## src/rtl/division_pkg.sv

```systemverilog
// Shared state encoding, default width and two's-complement helper for the divider.
// Latency: none (declarations only).
// Backpressure: none.
package division_pkg;

  typedef enum logic [1:0] {
    INACTIVO = 2'd0,
    ITERANDO = 2'd1,
    FIN      = 2'd2
  } estado_div_t;

  localparam int ANCHO_DEF = 4;

  // Negation on a fixed 32-bit carrier; callers truncate to their own width.
  function automatic logic [31:0] negar2c(input logic [31:0] v);
    return ~v + 32'd1;
  endfunction

endpackage

```

## src/rtl/paso_resta_restauradora.sv

```systemverilog
// One restoring-division step: shift {R,Q} left, trial-subtract M, keep or restore.
// Latency: purely combinational.
// Backpressure: none; the caller decides when to register the result.
module paso_resta_restauradora
  import division_pkg::*;
#(
  parameter int ANCHO = ANCHO_DEF
) (
  input  logic [ANCHO-1:0] r_i,
  input  logic [ANCHO-1:0] q_i,
  input  logic [ANCHO-1:0] m_i,
  output logic [ANCHO-1:0] r_o,
  output logic [ANCHO-1:0] q_o
);

  logic [ANCHO:0] r_desp;
  logic [ANCHO:0] t;

  // Shifted partial remainder needs one extra bit; since R<M it always fits after the step.
  always_comb begin
    r_desp = {r_i, q_i[ANCHO-1]};
    t      = r_desp - {1'b0, m_i};
    if (t[ANCHO]) begin
      r_o = r_desp[ANCHO-1:0];
      q_o = {q_i[ANCHO-2:0], 1'b0};
    end else begin
      r_o = t[ANCHO-1:0];
      q_o = {q_i[ANCHO-2:0], 1'b1};
    end
  end

endmodule

```

## src/rtl/subsistema_division.sv

```systemverilog
// Iterative restoring divider (quotient + remainder); signed mode with DIVISION_CON_SIGNO_EN.
// Latency: strobe ANCHO+1 cycles after capture, 1 cycle for divide-by-zero.
// Backpressure: none; banderaValida is ignored while busy and is not queued.
module subsistema_division
  import division_pkg::*;
#(
  parameter int ANCHO = ANCHO_DEF
) (
  input  logic             reloj,
  input  logic             reinicio,
  input  logic [ANCHO-1:0] operandoA,
  input  logic [ANCHO-1:0] operandoB,
  input  logic             banderaValida,
  output logic [ANCHO-1:0] cociente,
  output logic [ANCHO-1:0] residuo,
  output logic             banderaError,
  output logic             banderaLista,
  output logic             banderaOcupado
);

  localparam int              CW     = $clog2(ANCHO + 1);
  localparam logic [CW-1:0]   ULTIMO = CW'(ANCHO - 1);

  estado_div_t       estado_q, estado_d;
  logic [ANCHO-1:0]  q_q, q_d;
  logic [ANCHO-1:0]  r_q, r_d;
  logic [ANCHO-1:0]  m_q, m_d;
  logic [CW-1:0]     cnt_q, cnt_d;
  logic              cero_q, cero_d;
  logic              err_pend_q, err_pend_d;
  logic [ANCHO-1:0]  cociente_q, cociente_d;
  logic [ANCHO-1:0]  residuo_q, residuo_d;
  logic              error_q, error_d;
  logic              lista_q, lista_d;

  logic [ANCHO-1:0]  q_paso, r_paso;
  logic [ANCHO-1:0]  mag_a, mag_b;
  logic [ANCHO-1:0]  q_fin, r_fin;
  logic              desborde;

  paso_resta_restauradora #(.ANCHO(ANCHO)) u_paso (
    .r_i (r_q),
    .q_i (q_q),
    .m_i (m_q),
    .r_o (r_paso),
    .q_o (q_paso)
  );

`ifdef DIVISION_CON_SIGNO_EN
  logic signo_a_q, signo_a_d;
  logic signo_b_q, signo_b_d;

  function automatic logic [ANCHO-1:0] negar(input logic [ANCHO-1:0] v);
    return ANCHO'(negar2c(32'(v)));
  endfunction

  // Magnitudes enter the unsigned core; signs are reapplied on the way out.
  always_comb begin
    mag_a     = operandoA[ANCHO-1] ? negar(operandoA) : operandoA;
    mag_b     = operandoB[ANCHO-1] ? negar(operandoB) : operandoB;
    desborde  = (operandoA == {1'b1, {(ANCHO-1){1'b0}}}) && (&operandoB);
    signo_a_d = signo_a_q;
    signo_b_d = signo_b_q;
    if (estado_q == INACTIVO && banderaValida) begin
      signo_a_d = operandoA[ANCHO-1];
      signo_b_d = operandoB[ANCHO-1];
    end
    q_fin = (signo_a_q ^ signo_b_q) ? negar(q_q) : q_q;
    r_fin = signo_a_q ? negar(r_q) : r_q;
  end

  // Operand signs captured alongside the magnitudes.
  always_ff @(posedge reloj or negedge reinicio) begin
    if (!reinicio) begin
      signo_a_q <= 1'b0;
      signo_b_q <= 1'b0;
    end else begin
      signo_a_q <= signo_a_d;
      signo_b_q <= signo_b_d;
    end
  end
`else
  // Unsigned build: operands feed the core directly and no overflow case exists.
  always_comb begin
    mag_a    = operandoA;
    mag_b    = operandoB;
    desborde = 1'b0;
    q_fin    = q_q;
    r_fin    = r_q;
  end
`endif

  // Next-state logic for the divider FSM and its datapath registers.
  always_comb begin
    estado_d   = estado_q;
    q_d        = q_q;
    r_d        = r_q;
    m_d        = m_q;
    cnt_d      = cnt_q;
    cero_d     = cero_q;
    err_pend_d = err_pend_q;
    cociente_d = cociente_q;
    residuo_d  = residuo_q;
    error_d    = error_q;
    lista_d    = 1'b0;
    case (estado_q)
      INACTIVO: begin
        if (banderaValida) begin
          cnt_d = '0;
          m_d   = mag_b;
          if (operandoB == '0) begin
            // Divide-by-zero skips iteration; the raw dividend is the remainder.
            q_d        = '1;
            r_d        = operandoA;
            cero_d     = 1'b1;
            err_pend_d = 1'b1;
            estado_d   = FIN;
          end else begin
            q_d        = mag_a;
            r_d        = '0;
            cero_d     = 1'b0;
            err_pend_d = desborde;
            estado_d   = ITERANDO;
          end
        end
      end
      ITERANDO: begin
        q_d   = q_paso;
        r_d   = r_paso;
        cnt_d = cnt_q + CW'(1);
        if (cnt_q == ULTIMO) begin
          estado_d = FIN;
        end
      end
      FIN: begin
        cociente_d = cero_q ? q_q : q_fin;
        residuo_d  = cero_q ? r_q : r_fin;
        error_d    = err_pend_q;
        lista_d    = 1'b1;
        estado_d   = INACTIVO;
      end
      default: estado_d = INACTIVO;
    endcase
  end

  // State, datapath and output registers; reset aborts any operation in flight.
  always_ff @(posedge reloj or negedge reinicio) begin
    if (!reinicio) begin
      estado_q   <= INACTIVO;
      q_q        <= '0;
      r_q        <= '0;
      m_q        <= '0;
      cnt_q      <= '0;
      cero_q     <= 1'b0;
      err_pend_q <= 1'b0;
      cociente_q <= '0;
      residuo_q  <= '0;
      error_q    <= 1'b0;
      lista_q    <= 1'b0;
    end else begin
      estado_q   <= estado_d;
      q_q        <= q_d;
      r_q        <= r_d;
      m_q        <= m_d;
      cnt_q      <= cnt_d;
      cero_q     <= cero_d;
      err_pend_q <= err_pend_d;
      cociente_q <= cociente_d;
      residuo_q  <= residuo_d;
      error_q    <= error_d;
      lista_q    <= lista_d;
    end
  end

  assign cociente       = cociente_q;
  assign residuo        = residuo_q;
  assign banderaError   = error_q;
  assign banderaLista   = lista_q;
  assign banderaOcupado = (estado_q != INACTIVO);

endmodule
```

## config.mk

```make
export PLATFORM = sky130hd
export DESIGN_NAME = subsistema_division
export DESIGN_NICKNAME = d
export VERILOG_FILES = /design/src/rtl/division_pkg.sv /design/src/rtl/paso_resta_restauradora.sv /design/src/rtl/subsistema_division.sv
export SDC_FILE = /design/constraint.sdc
export NUM_CORES = 1
export LEC_CHECK = 0
export ABC_CLOCK_PERIOD_IN_PS = 2430
export CAP_MARGIN = 20
export CORE_ASPECT_RATIO = 0.8
export CORE_MARGIN = 2
export CORE_UTILIZATION = 30
export DETAILED_ROUTE_END_ITERATION = 10
export PLACE_DENSITY = 0.53
export REMOVE_ABC_BUFFERS = 1
export SLEW_MARGIN = 20
export SYNTH_ARGS = -nofsm -noshare
export SYNTH_HDL_FRONTEND = slang
export SYNTH_HIERARCHICAL = 1
export SYNTH_SLANG_ARGS = --single-unit
export TNS_END_PERCENT = 5
```

## constraint.sdc

```tcl
create_clock -name reloj -period 2.43 [get_ports reloj]
set_input_delay 0.486 -clock reloj [delete_from_list [all_inputs] [get_ports reloj]]
set_output_delay 0.486 -clock reloj [all_outputs]
set_load 0.05 [all_outputs]
```

==> flow_summary.yaml <==
status:
  outcome: "finished, final reports clean"
timing:
  slew_viol_final: 0
  rsz0062_at_grt: "false"
  hold_violations: 0
  timing.final.crit_share: 0.922
  skew_ps: 3.59
  max_slew_margin: 0.669
  fmax_mhz: 446
  setup_violations: 0
  fin_setup_tns_ps: 0
  worstMarginPinSlew_ps: 496
  fin_crit_ps: 2240
  fin_ws_ps: 190
grt:
  grt_max_degree: 29
  grt_pass1_wl_mm: 4.60
  grt_pass1_vias: 905
  grt_usage: 0.113
  gr-total-overflow: 0
  antenna_found_initial: 0
floorplan:
  row_count: 22
  fp.dieH_um: 65.9
  initial_core_util: 0.313
  die_area_um2: 5370
  ios: 22
  core_area_um2: 4600
  die_x_um: 81.4
clock_tree:
  clockRootBuffer: "clkbuf_8"
  cts_tree: "done"
  path_clk_slew_ps: 90
  cts_buffers: 3
  insertion_delay_ps: 270
  cts_hold_buf: 0
  clk_path_buf_depth: 2
  clock_sinks: 28
  ctsHtreeMaxLevel: 1
worst_hold_path:
  hp-class: "reg -> reg"
  hp-start: "err_pend_q$_DFFE_PN0P_"
placement:
  place_congestion: 0.803
  dpl_worst_slack_ps: 175
  dp_hpwl_mm: 2.04
  io_buffers: 21
logic_synthesis:
  synth-seq-cells: 28
  syn_avg_cell_area_um2: 10.9
  synth_top_area_frac: 0.487
  synth_flop_cell: "dfrtp_1"
  yosysUniqueCellTypes: 32
  yosysSeqAreaShare: 0.487
  yosys_warnings: 6
  syn_inst: 132
  yosysTopAreaCell: "dfrtp_1"
  ys_async_sr_fraction: 1.00
  yosys-top-cells-area: "dfrtp_1 (49%), mux2_2 (8.6%), nand2_1 (6.0%), ha_1 (5.2%), a32oi_1 (2.4%)"
  synth-edff-count: 0
  netlist_area_um2: 1440
critical_path:
  critPathTopFamily: "buffers and inverters"
  rr_startpoint: "q_fin[3]$_DFFE_PN0P_"
  cp-end-kind: "primary output"
  crit_buf_inv: 1
  crit_required_ps: 1940
  path_cells: "or2_2 > clkdlybuf4s50_1"
  crit_path_max_incr_delay_ps: 700
  crit_fanout: 9
  critPathLaunch: "estado_q[1]$_DFFE_PN0P_"
  slowest_stage: "clkdlybuf4s50_1"
  r2r_slack_ps: 210
  worst-setup-path-type: "reg -> out"
  worstSetupStartpointType: "register"
  arrival_ps: 1750
flow_run:
  cap_viol_max_count: 0
cells_and_area:
  drive_gt1_frac: 0.195
  final_common_cell: "dfrtp_1"
  area_growth_pct: 24.2
  insertedDiodeCount: 0
  layout_common_cells: "dfrtp_1 (28), nand2_1 (23), clkdlybuf4s50_1 (21), mux2_2 (11)"
  final_nets: 173
drt:
  drt_iter0_drc: 69
  drt-total-wl_mm: 2.79
  firstDrtPassIters: 4
  drc: 0
  viasPerCell: 4.73
  wire_per_inst_um: 13.0
  postRouteAntennaNets: 0
  via_count: 1013
power:
  ir_drop_uv: 657
  leakage_nw: 0.785
  powerDensity_nw_per_um2: 1590
[logic make-up after synthesis]
| group | Yosys count | share of synthesized area |
|---|---|---|
| simple gates | 43 | 0.144 |
| fa+ha+maj | 7 | 0.0661 |
| xor+xnor | 3 | 0.0235 |
| compound gates | 23 | 0.120 |
| mux | 13 | 0.100 |
| buf+inv | 15 | 0.0591 |
| flops | 28 | 0.487 |
[stage by stage]
step,hold slack [ps],cells,util,instance area (µm²),total power (W)
after floorplan,190,123,-,1380,0.00201
after global placement,460,209,0.371,1710,0.00243
after detailed placement,463,209,0.371,1710,0.00248
after CTS,487,213,0.387,1780,0.00286
after global routing,520,214,0.389,1790,0.00308
final,489,214,0.389,1790,0.00285
[report_power, final]
| group | total, W | internal [W] | switching [W] |
|---|---|---|---|
| combinational | 0.00162 | 0.000722 | 0.000899 |
| clock | 0.000364 | 0.000221 | 0.000144 |
| sequential | 0.000863 | 0.000691 | 0.000172 |
[repair_timing]
action | CTS | global route
endpoints found under the setup margin | 0 | 4
endpoints found under the hold margin | 0 | 0
gates resized for setup | 0 | 1
setup buffers | 0 | 1
[Yosys cell counts, drive strengths merged (2+ instances only)]
library cell / number
mux2i: 2
nand3: 3
a21oi: 7
a32oi: 4
dfrtp: 28
ha: 6
o32ai: 4
xor2: 2
nand2: 23
nand2b: 3
inv: 6
o21ai: 7
and2b: 2
nor2: 6
mux2: 11
clkbuf: 2
buf: 7
[final timing paths]
| path | to | cells past startpoint |
|---|---|---|
| setup reg to reg | r_fin[3]$_DFFE_PN0P_ | 9 |
| hold reg to reg | err_pend_q$_DFFE_PN0P_ | 2 |
| hold / removal | err_pend_q$_DFFE_PN0P_ | 2 |
| min in group asynchronous | m_q[1]$_DFFE_PN0P_ | 2 |
| max in group asynchronous | cnt_q[0]$_DFFE_PN0P_ | 2 |
| setup / recovery | banderaOcupado | 2 |
[metal layers]
metal	up-vias	track usage	share of wire
met5	-	0	0
met2	34	0.162	0.44
met3	0	0.0369	0.061
met4	0	0.0127	0
li1	496	-	-
met1	483	0.170	0.50
[worst reg2reg max path, cell delays in order (launching register included)]
cell	delay (ps)
dfrtp_1	370
inv_1	60
ha_1	230
fa_2	360
nand2b_1	160
a21oi_2	190
xor2_2	200
mux2_2	360
nor2_1	110
a21oi_1	60
[flip-flops by register name (all words and copies together) (netlist names)]
| name | flops |
|---|---|
| cnt_q | 3 |
| residuo | 4 |
| err_pend_q | 1 |
| m_q | 4 |
| estado_q | 2 |
| r_fin | 4 |
| banderaLista | 1 |
| banderaError | 1 |
| q_fin | 4 |
| cociente | 4 |
[final cells by class]
type                    count  area (µm²)
inverters                   6        22.5
multi-input cells          89         662
clock buffers               3        41.3
clock inverters             1        30.0
repair buffers             27         255
well taps                  60        75.1
fillers                   435        2810
flip-flops and latches     28         701
(Power assumes the default switching activity.)
